## src/rtl/uart_receiver.sv

```systemverilog
// uart_receiver: 16x oversampling UART receive path.
//
// The serial line is first passed through a two-flop synchronizer. A small FSM
// then centres on the start bit and samples each following bit in the middle of
// its period. The frame is 8N1 by default. Defining UART_RX_PARITY_EN makes it
// 8E1 and adds the PARITY state.
//
// Ports:
//   reset         async active-high reset
//   clk           system clock (rising edge)
//   sample_ENABLE one-clk oversampling tick, 16 per bit period
//   Rx_EN         receiver enable; 0 holds the FSM in IDLE
//   RxD           asynchronous serial input, idle high
//   Rx_DATA       last received byte
//   Rx_VALID      one-clk pulse after an error-free frame
//   Rx_FERROR     framing error of last frame (stop bit sampled 0)
//   Rx_PERROR     parity error of last frame (constant 0 without parity)
module uart_receiver (
   input  logic       reset,
   input  logic       clk,
   input  logic       sample_ENABLE,
   input  logic       Rx_EN,
   input  logic       RxD,
   output logic [7:0] Rx_DATA,
   output logic       Rx_VALID,
   output logic       Rx_FERROR,
   output logic       Rx_PERROR
);

`ifdef UART_RX_PARITY_EN
   typedef enum logic [2:0] {IDLE, START, DATA, PARITY, STOP} state_t;
`else
   typedef enum logic [2:0] {IDLE, START, DATA, STOP} state_t;
`endif

   state_t      state_q, state_d;
   logic        sync_q, sync_d;
   logic        rxs_q, rxs_d;
   logic [3:0]  cnt_q, cnt_d;
   logic [2:0]  bit_q, bit_d;
   logic [7:0]  shreg_q, shreg_d;
   logic [7:0]  data_q, data_d;
   logic        valid_q, valid_d;
   logic        ferr_q, ferr_d;
`ifdef UART_RX_PARITY_EN
   logic        par_err_q, par_err_d;
   logic        perr_q, perr_d;
`endif

   always_comb begin
      sync_d  = RxD;
      rxs_d   = sync_q;
      state_d = state_q;
      cnt_d   = cnt_q;
      bit_d   = bit_q;
      shreg_d = shreg_q;
      data_d  = data_q;
      valid_d = 1'b0;
      ferr_d  = ferr_q;
`ifdef UART_RX_PARITY_EN
      par_err_d = par_err_q;
      perr_d    = perr_q;
`endif
      if (!Rx_EN) begin
         state_d = IDLE;
         cnt_d   = '0;
      end else if (sample_ENABLE) begin
         // Wraps 15 -> 0, so the counter is already cleared for the next bit.
         cnt_d = cnt_q + 4'd1;
         case (state_q)
            IDLE: begin
               cnt_d = '0;
               if (!rxs_q) state_d = START;
            end
            START: begin
               // Eighth tick is mid start bit. A high line here means it was a glitch.
               if (cnt_q == 4'd7) begin
                  cnt_d   = '0;
                  bit_d   = '0;
                  state_d = rxs_q ? IDLE : DATA;
               end
            end
            DATA: begin
               if (cnt_q == 4'd15) begin
                  shreg_d = {rxs_q, shreg_q[7:1]};
                  bit_d   = bit_q + 3'd1;
                  if (bit_q == 3'd7) begin
`ifdef UART_RX_PARITY_EN
                     state_d = PARITY;
`else
                     state_d = STOP;
`endif
                  end
               end
            end
`ifdef UART_RX_PARITY_EN
            PARITY: begin
               if (cnt_q == 4'd15) begin
                  par_err_d = ^{shreg_q, rxs_q};
                  state_d   = STOP;
               end
            end
`endif
            STOP: begin
               if (cnt_q == 4'd15) begin
                  data_d  = shreg_q;
                  ferr_d  = ~rxs_q;
`ifdef UART_RX_PARITY_EN
                  perr_d  = par_err_q;
                  valid_d = rxs_q & ~par_err_q;
`else
                  valid_d = rxs_q;
`endif
                  state_d = IDLE;
               end
            end
            default: begin
               state_d = IDLE;
               cnt_d   = '0;
            end
         endcase
      end
   end

   always_ff @(posedge clk or posedge reset) begin
      if (reset) begin
         sync_q    <= 1'b1;
         rxs_q     <= 1'b1;
         state_q   <= IDLE;
         cnt_q     <= '0;
         bit_q     <= '0;
         shreg_q   <= '0;
         data_q    <= '0;
         valid_q   <= 1'b0;
         ferr_q    <= 1'b0;
`ifdef UART_RX_PARITY_EN
         par_err_q <= 1'b0;
         perr_q    <= 1'b0;
`endif
      end else begin
         sync_q    <= sync_d;
         rxs_q     <= rxs_d;
         state_q   <= state_d;
         cnt_q     <= cnt_d;
         bit_q     <= bit_d;
         shreg_q   <= shreg_d;
         data_q    <= data_d;
         valid_q   <= valid_d;
         ferr_q    <= ferr_d;
`ifdef UART_RX_PARITY_EN
         par_err_q <= par_err_d;
         perr_q    <= perr_d;
`endif
      end
   end

   assign Rx_DATA   = data_q;
   assign Rx_VALID  = valid_q;
   assign Rx_FERROR = ferr_q;
`ifdef UART_RX_PARITY_EN
   assign Rx_PERROR = perr_q;
`else
   assign Rx_PERROR = 1'b0;
`endif

endmodule

```

## config.mk

```make
export PLATFORM = sky130hd
export DESIGN_NAME = uart_receiver
export DESIGN_NICKNAME = d
export VERILOG_FILES = /design/src/rtl/uart_receiver.sv
export SDC_FILE = /design/constraint.sdc
export NUM_CORES = 1
export LEC_CHECK = 0
export CAP_MARGIN = 20
export CORE_MARGIN = 4
export CORE_UTILIZATION = 58
export CTS_CLUSTER_DIAMETER = 100
export DETAILED_ROUTE_END_ITERATION = 7
export DONT_BUFFER_PORTS = 1
export PLACE_DENSITY = 0.76
export SYNTH_ARGS = -nofsm -noshare
export SYNTH_HDL_FRONTEND = slang
export SYNTH_SLANG_ARGS = --single-unit
```

## constraint.sdc

```tcl
create_clock -name clk -period 4.8 [get_ports clk]
set_input_delay 0 -clock clk [delete_from_list [all_inputs] [get_ports clk]]
set_output_delay 0 -clock clk [all_outputs]
set_load 0.01 [all_outputs]
```

### Word level (Yosys, flattened, before mapping)

Index checks and enable logic that the tools add are counted.

| word-level totals | value |
|---|---|
| bits in registers | 30 |
| latch bits | 0 |
| bits in writable memories | 0 |
| ROM bits | 0 |
| bits of input ports | 5 |
| logic and storage cells | 53 |
| memories | 0 |

| cells by class | value |
|---|---|
| $add $sub $neg | 2 |
| multiply operators | 0 |
| div/mod/pow operators | 0 |
| magnitude comparators | 0 |
| equal/unequal tests | 14 |
| shift operators | 0 |
| mux-type cells | 20 |
| bitwise gates (word level) | 1 |
| reduce and logical (&&, ||, !) cells | 7 |

Operators with widths:

| operator | number |
|---|---|
| $mux W3 | 9 |
| $ne A3 B3 Y1 const B | 5 |
| $mux W4 | 3 |
| $pmux W3 S4 | 1 |
| $pmux W4 S2 | 1 |
| $reduce_and A4 Y1 | 2 |
| $eq A3 B2 Y1 const B | 2 |
| $ne A2 B2 Y1 const B | 3 |
| $pmux W3 S2 | 1 |
| $reduce_and A6 Y1 | 1 |
| $reduce_and A5 Y1 | 1 |
| $add A4 B1 Y4 const B | 1 |
| $eq A4 B3 Y1 const B | 1 |
| $eq A4 B4 Y1 const B | 1 |
| $mux W1 | 4 |
| $add A3 B1 Y3 const B | 1 |
| $eq A3 B1 Y1 const B | 1 |
| $eq A3 B3 Y1 const B | 1 |
| $logic_not A3 Y1 | 1 |
| $mux W2 | 1 |
| $reduce_bool A2 Y1 | 1 |
| $reduce_or A2 Y1 | 1 |
| $not A1 Y1 | 1 |

### Depth between registers and ports, before layout

| logic depth | value |
|---|---|
| depth in word-level cells | 6 |
| depth in mapped cells | 7 |

### Worst setup path after synthesis

Ideal clock, no wire load.

| timing path | value |
|---|---|
| path kind | register to register |
| from | register state_q[0] |
| to | register bit_q[0] |
| arrival | 1.735 ns |
| data required time | 4.675 ns |
| slack | 2.940 ns |
| stages on the path, launching flop included | 8 |
| buffers on the path | 1 |
| clock period less this slack | 1.860 ns |
| path through | dfrtp_1 inv_1 ha_1 buf_6 mux2_2 o22ai_2 and4_4 mux2_4 |

| on the way | value |
|---|---|
| longest elaborated chain between the ends | 3 |
| elaborated cells on any way between the ends | 7 |
| classes of those cells | 4 x eq/ne; 1 x mux; 2 x reduce/logical |

Ends and longest elaborated chain:

| item | line | RTL |
|---|---|---|
| start, declared | 36 | `state_t state_q, state_d;` |
| start signal, assigned | 143 | `state_q <= state_d;` |
| $eq A3 B2 Y1 or $eq A3 B1 Y1 (tied branches) | 70 | `case (state_q)` |
| $ne A2 B2 Y1 (no line) or $reduce_bool A2 Y1 (tied branches) | -- |  |
| $reduce_and A5 Y1 (no line) | -- |  |
| end signal, assigned | 145 | `bit_q <= bit_d;` |
| end, declared | 40 | `logic [2:0] bit_q, bit_d;` |

Several ways; a longest one is shown, not always the timed one.
A chain may end at the register's enable or synchronous reset.

### Worst setup path in the final report

| timing path | value |
|---|---|
| from | register state_q[0] |
| to | register cnt_q[1] |

| on the way | value |
|---|---|
| longest elaborated chain between the ends | 5 |
| elaborated cells on any way between the ends | 7 |
| classes of those cells | 3 x eq/ne; 3 x mux; 1 x reduce/logical |

Ends and longest elaborated chain:

| item | line | RTL |
|---|---|---|
| $eq A3 B2 Y1 | 70 |  |
| $reduce_or A2 Y1 (no line) | -- |  |
| $pmux W4 S2 (*) | 70 |  |
| $mux W4 (*) | 67 | `end else if (sample_ENABLE) begin` |
| $mux W4 (*) | 64 | `if (!Rx_EN) begin` |
| end signal, assigned | 144 | `cnt_q <= cnt_d;` |
| end, declared | 39 | `logic [3:0] cnt_q, cnt_d;` |

Every way passes the cells marked *; elsewhere a longest branch is shown, timed or not. The select of a mux whose other input is x is not followed.

==> out/results.txt <==
core area = 2230 sq um
grt ovf = 0
placed cells = 137
minimum clock period = 2.29 ns
Period Utilization, post-route = 0.477
post-synthesis compound-gate area fraction = 0.0593
vias per cell = 5.70
hold_ws = 0.0213 ns
count of maximum capacitance violations = 0
Synth warnings = 0
die area = 3210 sq um
WP buf/inv = 2
clock skew = 0.0117 ns
Post-Syn Area = 1370 sq um
status = finished clean
Synth Area in Adders = 0.0638
largest net degree at the start of global routing = 30
Iteration-0 DRC Markers = 19
Clock power frac = 0.399
CP cell instances = inv_1, ha_1, or4_1, nand3_1, o21ai_0, dlygate4sd3_1
total power = 0.520 mW
drt drc = 0
port bufs = 0
CP Data Arrival Time = 2.50 ns
simple-gate share of the synthesized area = 0.137
Synth area leader = dfrtp_1
FF+latch count, synth = 29
post-synthesis cell count = 113
endpoint class of the critical path = register
Longest Clk Path Bufs = 2
CP max stage delay = 0.55 ns
RSZ-0062 raised after global routing = false
via count = 860
area share of the largest cell type after synthesis = 0.492
worst vdd ir = 0.251 mV
vias in the first global route = 877
XOR/XNOR share of the synthesized area = 0
clock slew at reported path FFs = 0.09 ns
die span in x = 56.6 um
nets = 134
Hold Vio Cnt, Final = 0
Mean Syn Cell Area = 12.1 sq um
Synth Net Count = 125
number of H-tree levels = 2
P_int = 0.401 mW
ant diodes = 0
CP max-delay cell = dlygate4sd3_1
critical path required time = 5.01 ns
layout cells sized above 1 = 0.252
WS Path Type = reg -> reg
Clock Latency Late Sink = 0.33 ns
initial antenna violation count = 0
Detailed Route WL = 2380 um
Num CTS Buffers = 5
Pwr Density = 337 nW/um^2
Setup Total Neg Slack = 0 ns
Final Max Tran Viols = 0
synth top area cells = dfrtp_1 49%, mux2_2 13%, ha_1 6.4%
DR WL/cell = 15.7 um
first-pass GRT wire length = 3880 um
Worst Tran Pin Value = 0.574 ns
mux cell area share after synthesis = 0.164
CTS root buf = clkbuf_4
hold crit path type = in -> reg
power share of the combinational group = 0.096
critical path peak fanout = 9
cell row count = 17
Initial Util = 0.615
crit-path leading delay family = simple AND/OR/NAND/NOR gates
Rel. slew slack = 0.616
Sw Share = 0.229
IO Pins = 16
Seq pwr share = 0.505
CTS tree = yes
die height = 56.6 um
FMAX = 0.436 GHz
sw power = 0.119 mW
area delta synth->final = 12.3%
GPL Wtd Cong = 0.930
Final ANT Viol Nets = 0
setup bufs post-CTS = 0
gr usage total = 0.161
Non-Filler Instances = 151
final worst slack = 2.51 ns
setup violators final = 0
leak pwr = 0.756 nW
drt first pass iters = 4
Detailed Place HPWL = 1550 um
DP Worst Slack = 2.81 ns
synth unique cells = 33
Startpoint Class = register
# clock sinks = 29
largest family of logic cells by synthesized area = multiplexers
sequential-to-total area share from yosys stat = 0.531
[cell type report]
cell class              count  area [sq um]
clock buffers               7          55.1
clock inverters             1          30.0
fillers                   185           692
inverters                   8          30.0
multi-input cells          72           586
flip-flops and latches     29           728
well taps                  28          35.0
repair buffers              6          77.6
[kinds of logic after synthesis]
logic type	count (synthesis)
other	1
and+or+nand+nor	33
DFF	29
buffers and inverters	12
muxes	20
AOI/OAI and AO/OA	11
adders and majority gates	7
[flip-flops by register name, indices dropped and copies added, names as in the netlist]
name       cells
rxs_d          1
bit_q          3
Rx_FERROR      1
rxs_q          1
shreg_q        8
Rx_VALID       1
cnt_q          4
Rx_DATA        8
state_q        2
[cells in the mapped netlist]
library cell and number:
nor2b_1 1, buf_6 1, a21oi_1 1, a32o_1 1, mux2_4 1, or4_1 1, inv_1 8, dfrtp_1 27
and4_4 1, buf_4 1, and3_1 1, nand3_1 4, nand2_1 11, buf_2 2, nand4_1 1, nand4_2 1
o22ai_2 1, nor2_1 3, mux2_2 16, and2_1 2, ha_1 7, mux2i_1 3, o21ai_0 3, o41ai_1 1
conb_1 1, nand4b_1 1, nand3b_1 2, and4_2 1, nor3_1 2, a22oi_1 1, dfstp_2 2, o31ai_1 3
nor4b_1 1
[cell usage in the layout (no fill, tap or decap), types with 2 or more instances in the layout]
| cell | instances |
|---|---|
| dfrtp_1 | 27 |
| mux2_2 | 16 |
| nand2_1 | 11 |
| inv_1 | 8 |
| ha_1 | 7 |
| clkbuf_4 | 5 |
| dlygate4sd3_1 | 5 |
| nand3_1 | 4 |
| mux2i_1 | 3 |
| nor2_1 | 3 |
| o31ai_1 | 3 |
| o21ai_0 | 3 |
| and2_1 | 2 |
| nor3_1 | 2 |
| nand3b_1 | 2 |
| dfstp_2 | 2 |
[through the flow]
step                      utilization  instance area [sq um]
after detailed placement        0.617                   1380
final                           0.690                   1540
after CTS                       0.678                   1510
after global routing            0.690                   1540
after global placement          0.617                   1380
after floorplan                     -                   1370
[final timing paths]
kind                                from          to  slack, ns  cells after the start
setup reg to reg              state_q[0]    cnt_q[1]       2.51                      6
hold / removal             sample_ENABLE  state_q[0]       0.02                      2
setup / recovery              state_q[0]    cnt_q[1]       2.51                      6
min in group asynchronous          reset    bit_q[1]       0.05                      2
hold reg to reg                    rxs_d       rxs_q       0.35                      0
max in group asynchronous          reset       rxs_d       4.26                      3
[power by group through the flow]
stage	Clock (mW)	Sequential, mW	Combinational [mW]
6_report	0.207	0.263	0.0497
5_1_grt	0.224	0.264	0.0551
4_1_cts	0.212	0.263	0.0459
3_5_place_dp	0	0.268	0.0408
3_3_place_gp	0	0.267	0.0411
2_1_floorplan	0	0.265	0.0364
[per-layer routing]
layer	GRT usage	wire length, um	vias to the layer above
li1	-	-	415
met1	0.193	996	406
met2	0.238	1160	29
met3	0.0759	155	10
met4	0.0881	65	0
met5	0	0	-
[what timing repair did]
item | 4_1_cts | 5_1_grt
resized for setup | 0 | 0
hold endpoints to repair | 37 | 0
hold buffers | 5 | 0
[worst reg2reg max path: cells and delay by family (launching register included)]
family | cells | cell delay, ns
flip-flops | 1 | 0.42
AND/OR/NAND/NOR | 2 | 0.67
adder cells (fa/ha/maj) | 1 | 0.32
buffers and inverters | 2 | 0.66
AO/OA/AOI/OAI | 1 | 0.10
Power figures use the tool's default switching activity.
